==> src/rtl/btb_predictor_pkg.sv <==
// Shared types and constants for the branch target buffer.
package btb_predictor_pkg;

    // Two-bit saturating counter encodings.
    typedef enum logic [1:0] {
        SNT = 2'b00,
        WNT = 2'b01,
        WT  = 2'b10,
        ST  = 2'b11
    } cnt_e;

    // Counter value given to a freshly allocated entry.
    localparam logic [1:0] CNT_ALLOC = 2'b10;

    // Widest tag over the supported table sizes (4 entries -> 28-bit tag).
    localparam int unsigned TAG_MAX_W = 28;
    localparam int unsigned TGT_W     = 30;

    // One table entry as seen by a lookup; narrower tags are zero-extended.
    typedef struct packed {
        logic                 valid;
        logic [TAG_MAX_W-1:0] tag;
        logic [TGT_W-1:0]     target;
        logic [1:0]           cnt;
    } btb_entry_t;

    // Taken prediction from a counter value.
    function automatic logic predict_taken(input logic [1:0] cnt);
        return (cnt == WT) || (cnt == ST);
    endfunction

endpackage

==> src/rtl/btb_predictor_sat_counter2.sv <==
// Combinational 2-bit saturating increment/decrement.
module sat_counter2
    import btb_predictor_pkg::*;
(
    input  logic [1:0] cnt,
    input  logic       inc,
    output logic [1:0] cnt_next_c
);

    // Step towards strongly taken on inc, strongly not-taken otherwise.
    always_comb begin
        cnt_next_c = cnt;
        if (inc) begin
            if (cnt != ST) cnt_next_c = 2'(cnt + 2'd1);
        end else begin
            if (cnt != SNT) cnt_next_c = 2'(cnt - 2'd1);
        end
    end

endmodule

==> src/rtl/btb_predictor.sv <==
// Direct-mapped branch target buffer with 2-bit counters and a misprediction counter.
module btb_predictor
    import btb_predictor_pkg::*;
#(
    parameter int unsigned ENTRIES  = 16,
    parameter logic [1:0]  CNT_INIT = 2'b01
)(
    input  logic        clk,
    input  logic        resetn,
    input  logic [31:0] PF_PC,
    output logic        branch,
    output logic [31:0] target_addr,
    input  logic        upd_valid,
    input  logic [31:0] upd_pc,
    input  logic        upd_taken,
    input  logic [31:0] upd_target,
    input  logic        upd_mispredict,
    output logic [31:0] mispredict_cnt
);

    localparam int unsigned IW = $clog2(ENTRIES);
    localparam int unsigned TW = 30 - IW;

    logic              valid_q [ENTRIES];
    logic [1:0]        cnt_q   [ENTRIES];
    logic [TW-1:0]     tag_q   [ENTRIES];
    logic [TGT_W-1:0]  tgt_q   [ENTRIES];
    logic [31:0]       mis_q;

    logic [IW-1:0]     pf_idx;
    logic [TW-1:0]     pf_tag;
    btb_entry_t        pf_ent;
    logic              pf_hit;

    logic [IW-1:0]     upd_idx;
    logic [TW-1:0]     upd_tag;
    logic              upd_hit;
    logic [1:0]        upd_cnt;
    logic [1:0]        upd_cnt_next_c;

    // Low address bits carry no information for word-aligned PCs and targets.
    logic              unused_lsbs;
    assign unused_lsbs = ^{upd_pc[1:0], upd_target[1:0]};

    assign pf_idx  = PF_PC[IW+1:2];
    assign pf_tag  = PF_PC[31:IW+2];
    assign upd_idx = upd_pc[IW+1:2];
    assign upd_tag = upd_pc[31:IW+2];

    // Read the entry addressed by the prefetch PC (pre-update contents).
    always_comb begin
        pf_ent.valid  = valid_q[pf_idx];
        pf_ent.tag    = TAG_MAX_W'(tag_q[pf_idx]);
        pf_ent.target = tgt_q[pf_idx];
        pf_ent.cnt    = cnt_q[pf_idx];
    end

    assign pf_hit      = pf_ent.valid && (pf_ent.tag == TAG_MAX_W'(pf_tag));
    assign branch      = pf_hit && predict_taken(pf_ent.cnt);
    assign target_addr = pf_hit ? {pf_ent.target, 2'b00} : PF_PC + 32'd4;

    assign upd_hit = valid_q[upd_idx] && (tag_q[upd_idx] == upd_tag);
    assign upd_cnt = cnt_q[upd_idx];

    sat_counter2 u_sat_counter2 (
        .cnt        (upd_cnt),
        .inc        (upd_taken),
        .cnt_next_c (upd_cnt_next_c)
    );

    // Valid bits and counters: cleared on reset, trained by resolved branches.
    always_ff @(posedge clk or negedge resetn) begin
        if (!resetn) begin
            for (int i = 0; i < int'(ENTRIES); i++) begin
                valid_q[i] <= 1'b0;
                cnt_q[i]   <= CNT_INIT;
            end
        end else if (upd_valid) begin
            if (upd_hit) begin
                cnt_q[upd_idx] <= upd_cnt_next_c;
            end else if (upd_taken) begin
                valid_q[upd_idx] <= 1'b1;
                cnt_q[upd_idx]   <= CNT_ALLOC;
            end
        end
    end

    // Tag and target storage: written on any taken update, never reset.
    always_ff @(posedge clk) begin
        if (upd_valid && upd_taken) begin
            tag_q[upd_idx] <= upd_tag;
            tgt_q[upd_idx] <= upd_target[31:2];
        end
    end

    // Saturating misprediction count.
    always_ff @(posedge clk or negedge resetn) begin
        if (!resetn) begin
            mis_q <= 32'd0;
        end else if (upd_valid && upd_mispredict && (mis_q != 32'hFFFF_FFFF)) begin
            mis_q <= mis_q + 32'd1;
        end
    end

    assign mispredict_cnt = mis_q;

endmodule

==> config.mk <==
export PLATFORM = sky130hd
export DESIGN_NAME = btb_predictor
export DESIGN_NICKNAME = d
export VERILOG_FILES = /design/src/rtl/btb_predictor_pkg.sv /design/src/rtl/btb_predictor_sat_counter2.sv /design/src/rtl/btb_predictor.sv
export SDC_FILE = /design/constraint.sdc
export NUM_CORES = 1
export LEC_CHECK = 0
export CAP_MARGIN = 5
export CORE_AREA = 2 2 379 381
export DETAILED_ROUTE_END_ITERATION = 10
export DIE_AREA = 0 0 381 383
export GPL_ROUTABILITY_DRIVEN = 0
export PLACE_DENSITY = 0.5
export RECOVER_POWER = 25
export SLEW_MARGIN = 20
export SYNTH_ARGS = -nofsm -noshare
export SYNTH_HDL_FRONTEND = slang
export SYNTH_SLANG_ARGS = --single-unit
==> constraint.sdc <==
create_clock -name clk -period 3.4 [get_ports clk]
set_input_delay 0.34 -clock clk [delete_from_list [all_inputs] [get_ports clk]]
set_output_delay 0.34 -clock clk [all_outputs]
set_load 0.05 [all_outputs]
# After elaboration in Yosys (flattened, before gate mapping)
# Memory sizes are Yosys's and may differ from the RTL's.
# Cells that the tools add are included.
classes:
  add_sub_neg: 4
  order_cmp: 3
  n_eq_ne: 6
  n_mux: 25
  n_bitwise: 7
  n_reduce_logical: 12
op_table:
  columns: ["op", "count"]
  rows:
  - ["two-way mux 32 bit", 3]
  - ["equality test 26 bit", 2]
  - ["adder 32 x 1 -> 32 bit, second input constant", 1]
  - ["adder 32 x 3 -> 32 bit, second input constant", 1]
  - ["bitwise mux 32 bit", 1]
  - ["!= test 32 bit, second input constant", 1]
  - ["OR 16 bit", 2]
  - ["AND 16 bit", 1]
  - ["binary-select mux 2 bit (select 4 bit)", 2]
  - ["two-way mux 2 bit", 8]
  - ["NOT 16 bit", 1]
  - ["greater-or-equal comparator 5 bit, second input constant", 2]
  - ["NOT 4 -> 5 bit", 2]
  - ["binary-select mux 1 bit (select 4 bit)", 2]
  - ["demux 2 bit (select 4 bit)", 1]
  - ["logical AND 1 bit", 7]
  - ["two-way mux 1 bit", 7]
  - ["less-than comparator 5 x 1 -> 1 bit, second input constant", 1]
  - ["demux 1 bit (select 4 bit)", 1]
  - ["equality test 2 bit, second input constant", 2]
  - ["nonzero test 2 bit", 2]
  - ["AND reduction 3 bit", 1]
  - ["adder 2 x 1 -> 2 bit, second input constant", 1]
  - ["!= test 2 bit, second input constant", 1]
  - ["4 further kinds", 4]
totals:
  register_bits: 80
  ramBits: 896
  input_bits: 101
  output_inout_bits: 65
  n_memories: 2
memory_table:
  columns: ["name", "depth", "word_bits", "rd", "rd_clocked_by_memory_dff", "write_ports", "line_no", "rtl"]
  rows:
  - ["tgt_q", 16, 30, 1, 0, 1, "btb_predictor.sv:27", "logic [TGT_W-1:0] tgt_q [ENTRIES];"]
  - ["tag_q", 16, 26, 2, 0, 1, "btb_predictor.sv:26", "logic [TW-1:0] tag_q [ENTRIES];"]

# Longest topological paths before layout
# Gate-level depths: netlist of the first run.
depth:
  ltp_word: 9
  mapped_depth: 17
  ltp_nobuf: 10

# Hierarchy
# A second synthesis of the first run with hierarchy kept.
unflattened:
  hier_cells: 2162
  hier_area_um2: 42886.1
modules_own_cells:
  columns: ["mod", "n_inst", "cells_per_inst", "area_per_inst_um2"]
  rows:
  - ["btb_predictor", 1, 2159, 42859.9]
  - ["sat_counter2", 1, 3, 26.3]

# Least setup slack after synthesis of the first run
# No wires, ideal clock.
synth_timing:
  path_type: "input -> register"
  from: "input upd_pc[5]"
  to: "memory tag_q[14][0] (netlist name), enable pin"
  setup_time_ps: 470
  t_arrival_ps: 4281
  path_slack_ps: -1351
  stages: 9
  path_buffers: 7
  cell_sequence: "buf_2 -> buf_4 -> buf_4 -> buf_2 -> buf_4 -> clkbuf_1 -> nand4_1 -> clkbuf_1 -> nor2_1"
synth_lines:
  columns: ["element", "line_no", "rtl"]
  rows:
  - ["start: declaration", "btb_predictor.sv:14", "input logic [31:0] upd_pc,"]
  - ["end: declaration", "btb_predictor.sv:26", null]
# Straight into the memory's write port.

==> results of run 1 <==
[cells in the final DEF, fill, tap and decap left out, types with 9 or more instances in the layout]
cell	synthesis	final
a21oi_1	25	24
or3b_2	14	14
mux4_2	383	384
clkbuf_16	0	108
mux2_2	36	13
dlygate4sd3_1	0	35
nand3_1	36	36
nor3b_1	13	13
dfstp_2	16	16
nor2_4	0	17
clkbuf_1	65	48
buf_6	11	24
xor2_1	43	42
o22ai_1	10	10
clkinv_1	0	26
xnor2_2	0	16
edfxtp_1	896	896
dfrtp_1	64	64
nor3_1	43	42
nand4_1	28	28
xnor2_1	69	53
inv_1	22	22
clkdlybuf4s50_1	0	85
buf_12	0	84
a22oi_1	13	13
and3_1	9	9
nand2b_1	12	11
mux2_4	0	30
clkinv_2	0	12
nor2b_1	10	10
nor2_1	79	60
o21bai_1	16	16
o21ai_0	14	13
nand2_1	104	99
mux2i_1	77	74
buf_4	17	340
[timing repair]
item                       4_1_cts  5_1_grt
hold endpoints to repair        64        0
setup endpoints to repair       80       81
gates cloned                     0        1
hold buffers                     1        0
gates resized for setup         40       28
buffers inserted                 2        4
pin swaps                        5       14
[registers in the layout, indices dropped and copies added, names as in the netlist]
| register | flops |
|---|---|
| tag_q | 416 |
| cnt_q | 32 |
| tgt_q | 480 |
| mispredict_cnt | 32 |
| valid_q | 16 |
[stage by stage]
step	cell area [µm²]	power (mW)
finish	55100	27.6
global route	55100	28.6
CTS	54900	27.9
detailed placement	51500	17.0
global placement	51500	16.9
floorplan	44200	15.5
[where the power goes]
group | internal [mW] | switching, mW | total, mW
clock | 5.98 | 4.90 | 10.9
combinational | 1.48 | 1.68 | 3.17
sequential | 13.4 | 0.165 | 13.6
[worst paths after layout]
kind,end,cells past startpoint
max in group asynchronous,valid_q[9],2
min in group clk,mispredict_cnt[0],4
worst min register to register,cnt_q[14],2
worst max register to register,cnt_q[3],11
worst min-delay path,mispredict_cnt[1],2
worst max-delay path,target_addr[12],11
[kinds of logic (layout without fill, tap and decap cells)]
group / after synthesis / after routing / share of synthesized area
DFF: 976 / 976 / 0.662
muxes: 510 / 510 / 0.230
and+or+nand+nor: 386 / 386 / 0.0447
buffers and inverters: 164 / 808 / 0.0190
AOI/OAI and AO/OA: 130 / 130 / 0.0208
xor gates and xnor gates: 112 / 112 / 0.0224
adders and majority gates: 4 / 4 / 0.00103
other: 0 / 2 / 0
[area by class of cell]
cell class | count | area (µm²)
Timing Repair Buffer | 592 | 5860
Inverter | 24 | 90.1
Multi-Input combinational cell | 1142 | 14500
Tap cell | 1903 | 2380
Antenna cell | 2 | 5.00
Sequential cell | 976 | 28900
Clock inverter | 51 | 418
Fill cell | 13000 | 87200
Clock buffer | 141 | 2850
[per-layer routing]
layer | track usage | wire length (µm) | part of all wire
met5 | 0 | 169 | 0.0012
met2 | 0.304 | 66300 | 0.48
met3 | 0.0322 | 9300 | 0.067
met4 | 0.0422 | 2970 | 0.021
met1 | 0.264 | 60100 | 0.43
[worst reg2reg max path: cells and delay by family, from the launching register on]
kind / cells / cell delay [ps]
AOI/OAI and AO/OA: 1 / 130
xor gates and xnor gates: 1 / 200
buffers and inverters: 2 / 320
DFF: 1 / 390
muxes: 3 / 990
and+or+nand+nor: 4 / 1340
==> results.py, run 1 <==
metrics = {
    "layout": {
        "drive_gt1_frac": 0.382,
        "finish.net_count": 2946,
        "utilization": 0.387,
        "fin_cells": 4831,
        "area_delta_synth_final_pct": 26.0,
    },
    "floorplanning": {
        "die_h_um": 383,
        "placementRows": 139,
        "fp.coreArea_mm2": 0.142,
        "start_util": 0.307,
        "die-area_mm2": 0.146,
        "die_x_um": 381,
        "io_pins": 166,
    },
    "sta": {
        "layout_setup_ws_ps": -1050,
        "rsz0062_at_grt": "true",
        "slew_violations": 0,
        "slew_headroom": 0.304,
        "tightest_slew_ps": 1040,
        "fmax_mhz": 225,
        "fin_tns_setup_ps": -32610,
        "setup_viol_count_final": 33,
        "hold_violations": 0,
        "hold_ws_ps": 250,
        "min_period_over_period": 1.31,
        "clock_skew_ps": 57.9,
        "post-route-min-period_ps": 4450,
    },
    "global_route": {
        "grt_antenna_before_repair": 17,
        "grt-ovfl-total": 0,
        "grt_pass1_wl_um": 198000,
        "grt_max_degree": 81,
        "grt_pass1_vias": 26500,
        "grt.total_usage": 0.188,
    },
    "clocking": {
        "root_buffer": "clkbuf_16",
        "cts_sinks": 976,
        "clock_latency_ps": 730,
        "tritoncts.num_buffers": 107,
        "cts_tree": "yes",
        "clk_pin_slew_worst_paths_ps": 60,
        "clockBufferDepth": 3,
        "htreeDepth": 3,
    },
    "setup_path": {
        "path_cells": "mux4_2 -> mux4_2 -> xnor2_2 -> nand2_2 -> or3_4 -> nor4_4 -> buf_4 -> o2111ai_4 -> buf_12 -> mux2_4 -> buf_12",
        "crit_family": "multiplexers",
        "cp_slowest_stage_delay_ps": 530,
        "cp.required_ps": 3060,
        "critical_path_buf_inv_count": 3,
        "end_kind": "output port",
        "crit_path_start": "tag_q[11][17]",
        "crit_arrival_ps": 4110,
        "cp_slowest_cell": "mux4_2",
        "worstSetupPathType": "register to output port",
        "worst_r2r_startpoint": "tag_q[0][17]",
        "reg2reg_slack_ps": 0,
        "critical_path.max_fanout": 24,
        "critPathLaunchType": "register",
    },
    "synthesis": {
        "syn_avg_cell_area_um2": 19.2,
        "seq_area_frac_synth": 0.662,
        "synthesis.area_mm2": 0.0437,
        "synth_edf_count": 896,
        "synth.area.top_cells": "edfxtp_1 62%, mux4_2 20%, dfrtp_1 3.7%",
        "yosysWarningCount": 0,
        "syn_inst": 2282,
        "yosysMostFrequentCell": "edfxtp_1",
        "synthTopCellsByCount": "896 x edfxtp_1, 383 x mux4_2, 104 x nand2_1",
        "synth_top_area_share": 0.616,
        "synth-main-ff-cell": "edfxtp_1",
        "yosysTopAreaCell": "edfxtp_1",
        "synth_seq_cells": 976,
        "syn_nets": 2385,
        "synthArstFlopShare": 0.0820,
        "synthDistinctLibCells": 68,
    },
    "route": {
        "routed_wl_um": 139000,
        "drtIter0Drc": 2612,
        "dr.pass1.iters": 7,
        "wl_per_cell_um": 28.7,
        "vias_per_cell": 5.33,
        "route.detailed.drc": 0,
        "postRouteAntennaNets": 0,
        "vias": 25800,
    },
    "power": {
        "power.leakage_nw": 18.5,
        "power_density_mw_per_mm2": 502,
        "ir_drop_mv": 0.420,
    },
    "placed_design": {
        "dp_cells": 4629,
        "hpwl_um": 91000,
        "portBuffers": 161,
        "dp_slack_ps": -977,
    },
    "job": {
        "cap_violations": 0,
    },
    "min_path": {
        "hp-class": "primary input to asynchronous set/reset pin",
    },
    "run_status": {
        "status": "complete, but fails checks",
        "violations": "negative setup slack",
    },
}
(Power assumes the default switching activity.)
==> inputs of run 2 (changes only) <==
Clock period 3.4 ns to 3.77 ns, I/O delays scaled along.
==> results.py, run 2 (synthesis gave the netlist of run 1 again) <==
metrics = {
    "floorplanning": {
        "start_util": 0.307,
        "die_h_um": 383,
        "die-area_mm2": 0.146,
        "placementRows": 139,
        "fp.coreArea_mm2": 0.142,
        "io_pins": 166,
        "die_x_um": 381,
    },
    "global_route": {
        "grt_antenna_before_repair": 11,
        "grt_pass1_wl_um": 191000,
        "grt.total_usage": 0.182,
        "grt-ovfl-total": 0,
        "grt_max_degree": 106,
        "grt_pass1_vias": 26000,
    },
    "clocking": {
        "clock_latency_ps": 750,
        "tritoncts.num_buffers": 107,
        "root_buffer": "clkbuf_16",
        "cts_tree": "yes",
        "clk_pin_slew_worst_paths_ps": 60,
        "cts_sinks": 976,
        "clockBufferDepth": 3,
        "htreeDepth": 3,
    },
    "route": {
        "dr_wl_met3_um": 7530,
        "vias_per_cell": 5.31,
        "dr.pass1.iters": 5,
        "maxUsedRoutingLayer": "met5",
        "routed_wl_um": 135000,
        "wl_per_cell_um": 28.7,
        "route.detailed.drc": 0,
        "vias": 24900,
        "wl_met1_um": 56100,
        "drtIter0Drc": 2446,
        "wl_met2_um": 66800,
        "postRouteAntennaNets": 0,
    },
    "placed_design": {
        "hpwl_um": 84400,
        "dp_slack_ps": -592,
        "place_area_mm2": 0.0501,
        "portBuffers": 161,
    },
    "run_status": {
        "status": "complete, but fails checks",
        "violations": "negative setup slack",
    },
    "setup_path": {
        "critical_path.max_fanout": 32,
        "end_kind": "output port",
        "critPathLaunchType": "register",
        "worstSetupPathType": "register to output port",
        "cp.required_ps": 3390,
        "crit_arrival_ps": 4210,
        "crit_path_start": "tag_q[3][3]",
        "worst_r2r_startpoint": "tag_q[14][0]",
    },
    "layout": {
        "finish.net_count": 2799,
        "drive_gt1_frac": 0.345,
        "utilization": 0.377,
        "reg.largest.list": "tgt_q x480, tag_q x416",
        "fill_cells": 13100,
        "final_cell_mix": "896 x edfxtp_1, 383 x mux4_2, 219 x buf_4, 108 x clkbuf_16, 101 x nand2_1",
        "fin_area_mm2": 0.0537,
        "largest_reg_flops": 480,
        "mostFrequentLayoutCell": "edfxtp_1",
        "regMostFlops": "tgt_q",
        "area_delta_synth_final_pct": 22.8,
    },
    "sta": {
        "tightest_slew_ps": 1310,
        "setup_viol_count_final": 33,
        "fin_tns_setup_ps": -25730,
        "slew_violations": 0,
        "layout_setup_ws_ps": -822,
        "hold_ws_ps": 305,
        "fmax_mhz": 218,
        "hold_violations": 0,
        "min_period_over_period": 1.22,
        "slew_headroom": 0.127,
        "post-route-min-period_ps": 4590,
        "clock_skew_ps": 73.1,
        "rsz0062_at_grt": "true",
    },
    "min_path": {
        "hp-class": "primary input to asynchronous set/reset pin",
    },
    "power": {
        "power_density_mw_per_mm2": 471,
        "ir_drop_mv": 0.385,
        "power.leakage_nw": 17.7,
    },
    "job": {
        "cap_violations": 0,
    },
}
run 2: cell count changes in the layout (fill, tap and decap cells not counted), sizes merged:
cell           previous run  this run
clkbuf                  160       153
clkinvlp                  2         1
diode                     2         3
buf                     453       304
inv                      26        30
dlygate4sd3              35        36
clkdlybuf4s50            85        84
bufinv                    1         9
clkinv                   46        48
run 2: final cells by class:
| class | count | area, µm² | area share |
|---|---|---|---|
| inverters | 24 | 90.1 | 0.00168 |
| clock buffers | 132 | 2800 | 0.0522 |
| well taps | 1903 | 2380 | 0.0444 |
| multi-input cells | 1142 | 14300 | 0.266 |
| clock inverters | 64 | 652 | 0.0121 |
| repair buffers | 445 | 4540 | 0.0846 |
| diodes | 3 | 7.51 | 0.000140 |
| flip-flops and latches | 976 | 28900 | 0.539 |
run 2: metrics by stage:
stage	std cells	power (mW)
floorplan	2282	13.9
global placement	4486	15.1
detailed placement	4486	15.2
CTS	4683	25.5
global route	4687	26.1
finish	4689	25.3
run 2: routing by layer:
metal,vias up,track usage
li1,10300,-
met1,13500,0.239
met2,833,0.309
met3,223,0.0314
met4,8,0.0564
met5,-,0
run 2: path summary, 6_finish.rpt:
check / end / slack, ps / cells past startpoint
worst max register to register: valid_q[8] / 60 / 14
worst min-delay path: mispredict_cnt[29] / 310 / 2
max in group asynchronous: valid_q[3] / 2940 / 2
worst min register to register: cnt_q[0] / 480 / 2
worst max-delay path: target_addr[20] / -820 / 12
min in group clk: mispredict_cnt[0] / 450 / 4
run 2: where the power goes:
| part | internal, mW | switching (mW) | total, mW |
|---|---|---|---|
| Combinational | 1.22 | 1.47 | 2.69 |
| Sequential | 12.1 | 0.149 | 12.3 |
| Clock | 5.91 | 4.41 | 10.3 |
| Total | 19.2 | 6.03 | 25.3 |
run 2: what timing repair did:
item / in CTS / in global routing
resized for setup: 19 / 11
hold endpoints to repair: 64 / 0
endpoints found under the setup margin: 75 / 55
pin swaps: 5 / 7
cloned: 0 / 1
setup buffers: 0 / 3
hold buffers: 1 / 0
run 2: critical path: stages (launching register included):
cell,delay [ps]
edfxtp_1,400
mux4_2,470
mux4_2,560
xnor2_2,150
buf_4,150
nand4_1,120
or3_4,380
nor4_4,210
buf_4,160
o2111ai_4,130
buf_12,220
mux2_2,340
buf_12,160
==> inputs of run 3 (changes only) <==
Settings changed: SETUP_SLACK_MARGIN set to 0.2.
Clock period 3.77 ns to 3.85 ns, I/O delays scaled along.
==> results.py, run 3 (synthesis gave the netlist of run 1 again) <==
metrics = {
    "sta": {
        "tightest_slew_ps": 1200,
        "layout_setup_ws_ps": -672,
        "slew_violations": 0,
        "post-route-min-period_ps": 4520,
        "rsz0062_at_grt": "true",
        "hold_violations": 0,
        "clock_skew_ps": 71.0,
        "min_period_over_period": 1.17,
        "slew_headroom": 0.198,
        "hold_ws_ps": 320,
        "fmax_mhz": 221,
        "setup_viol_count_final": 33,
    },
    "job": {
        "cap_violations": 0,
    },
    "run_status": {
        "violations": "negative setup slack",
        "status": "complete, but fails checks",
    },
    "power": {
        "power.leakage_nw": 17.7,
        "pwr-share-clk": 0.411,
        "power.share.combinational": 0.105,
        "p_int_mw": 18.9,
        "p_sw_frac": 0.238,
        "ir_drop_mv": 0.368,
        "switching_power_mw": 5.91,
        "power_density_mw_per_mm2": 461,
        "seqPwrFrac": 0.483,
    },
    "route": {
        "drtIter0Drc": 2104,
        "wl_per_cell_um": 28.6,
        "vias": 24800,
        "route.detailed.drc": 0,
        "dr.pass1.iters": 7,
        "routed_wl_um": 134000,
        "postRouteAntennaNets": 0,
        "vias_per_cell": 5.28,
    },
    "layout": {
        "drive_gt1_frac": 0.348,
        "largest_reg_flops": 480,
        "area_delta_synth_final_pct": 23.1,
        "reg.largest.list": "tgt_q x480, tag_q x416",
        "regMostFlops": "tgt_q",
        "mostFrequentLayoutCell": "edfxtp_1",
        "finish.net_count": 2808,
        "fill_cells": 13100,
        "utilization": 0.378,
        "fin_cells": 4702,
        "final_cell_mix": "896 x edfxtp_1, 383 x mux4_2, 233 x buf_4, 109 x clkbuf_16, 103 x nand2_1",
    },
    "setup_path": {
        "critPathLaunchType": "register",
        "cp.required_ps": 3460,
        "end_kind": "output port",
        "cp_slowest_stage_delay_ps": 520,
        "worstSetupPathType": "register to output port",
        "crit_arrival_ps": 4140,
        "cp_slowest_cell": "mux4_2",
        "path_cells": "mux4_2 -> mux4_2 -> xnor2_2 -> nand2_1 -> or3_4 -> nor4_4 -> buf_4 -> o2111ai_4 -> buf_6 -> buf_16 -> mux2_2 -> buf_12",
        "critical_path.max_fanout": 11,
        "cp_common_cell": "mux4_2",
    },
    "clocking": {
        "clock_latency_ps": 730,
        "cts_tree": "yes",
        "cts_sinks": 976,
        "clockBufferDepth": 3,
        "htreeDepth": 3,
        "clk_pin_slew_worst_paths_ps": 60,
        "root_buffer": "clkbuf_16",
        "tritoncts.num_buffers": 108,
    },
    "placed_design": {
        "portBuffers": 161,
        "hpwl_um": 86000,
        "dp_cells": 4488,
    },
    "global_route": {
        "grt_pass1_wl_um": 193000,
        "grt-ovfl-total": 0,
        "grt_antenna_before_repair": 13,
        "grt.total_usage": 0.183,
        "grt_pass1_vias": 26100,
        "grt_max_degree": 81,
    },
    "floorplanning": {
        "fp.coreArea_mm2": 0.142,
        "start_util": 0.307,
        "die-area_mm2": 0.146,
        "placementRows": 139,
        "die_h_um": 383,
        "io_pins": 166,
        "die_x_um": 381,
    },
    "min_path": {
        "hp-class": "primary input to asynchronous set/reset pin",
    },
}
## run 3: cell types whose count changed in the layout (fill, tap and decap cells not counted), sizes merged
cell and change:
inv -3, clkinv +1, clkbuf -3, clkdlybuf4s50 -2
dlygate4sd3 +2, clkinvlp +3, buf +15
## run 3: critical path, delay by kind of cell (launching register included)
family                    cells  cell delay, ps
AOI/OAI and AO/OA             1             120
xor gates and xnor gates      1             200
buffers and inverters         4             660
DFF                           1             440
muxes                         3            1310
and+or+nand+nor               3             650
## run 3: path summary, 6_finish.rpt
check	startpoint	end	slack [ps]	depth (start not counted)
setup / recovery	tag_q[15][16]	target_addr[4]	-670	12
hold / removal	resetn	mispredict_cnt[19]	320	2
setup reg to reg	tag_q[3][6]	cnt_q[3]	350	11
hold reg to reg	cnt_q[12]	cnt_q[12]	490	2
max in group asynchronous	resetn	valid_q[2]	2940	2
min in group clk	cnt_q[12]	cnt_q[12]	490	2
## run 3: layout make-up
type,instances,area (µm²),share of cell area
Sequential cell,976,28900,0.538
Multi-Input combinational cell,1142,14200,0.264
Timing Repair Buffer,453,4650,0.0864
Clock buffer,136,2850,0.0530
Tap cell,1903,2380,0.0443
Clock inverter,65,674,0.0125
Inverter,24,90.1,0.00167
Antenna cell,3,7.51,0.000140
## run 3: metal layers
metal	vias to the layer above	GRT usage	routed length (µm)
li1	10300	-	-
met4	18	0.0477	3280
met5	-	0	122
met1	13400	0.244	56900
met3	218	0.0369	8220
met2	879	0.305	66000
## run 3: power by group through the flow
stage / Combinational [mW] / Sequential, mW / Clock, mW
after floorplan: 1.35 / 12.3 / 0
final: 2.61 / 12.0 / 10.2
after global routing: 2.78 / 12.0 / 10.8
after detailed placement: 2.62 / 12.2 / 0
after global placement: 2.59 / 12.2 / 0
after CTS: 2.65 / 12.0 / 10.5
## run 3: stage by stage
| stage | area (µm²) | power, mW | setup slack, ps | TNS (ps) |
|---|---|---|---|---|
| 2_1_floorplan | 43800 | 13.6 | -663 | -118920 |
| 3_3_place_gp | 50000 | 14.8 | -603 | -19510 |
| 3_5_place_dp | 50000 | 14.8 | -541 | -16130 |
| 4_1_cts | 53800 | 25.1 | -708 | -21940 |
| 5_1_grt | 53800 | 25.6 | -801 | -24760 |
| 6_report | 53800 | 24.8 | -672 | -20560 |
## run 3: timing repair
item,CTS,global route
hold buffers,1,0
hold endpoints to repair,64,0
endpoints found under the setup margin,34,78
resized for setup,25,10
gates cloned,2,0
buffers inserted,4,3
pin swaps,7,5
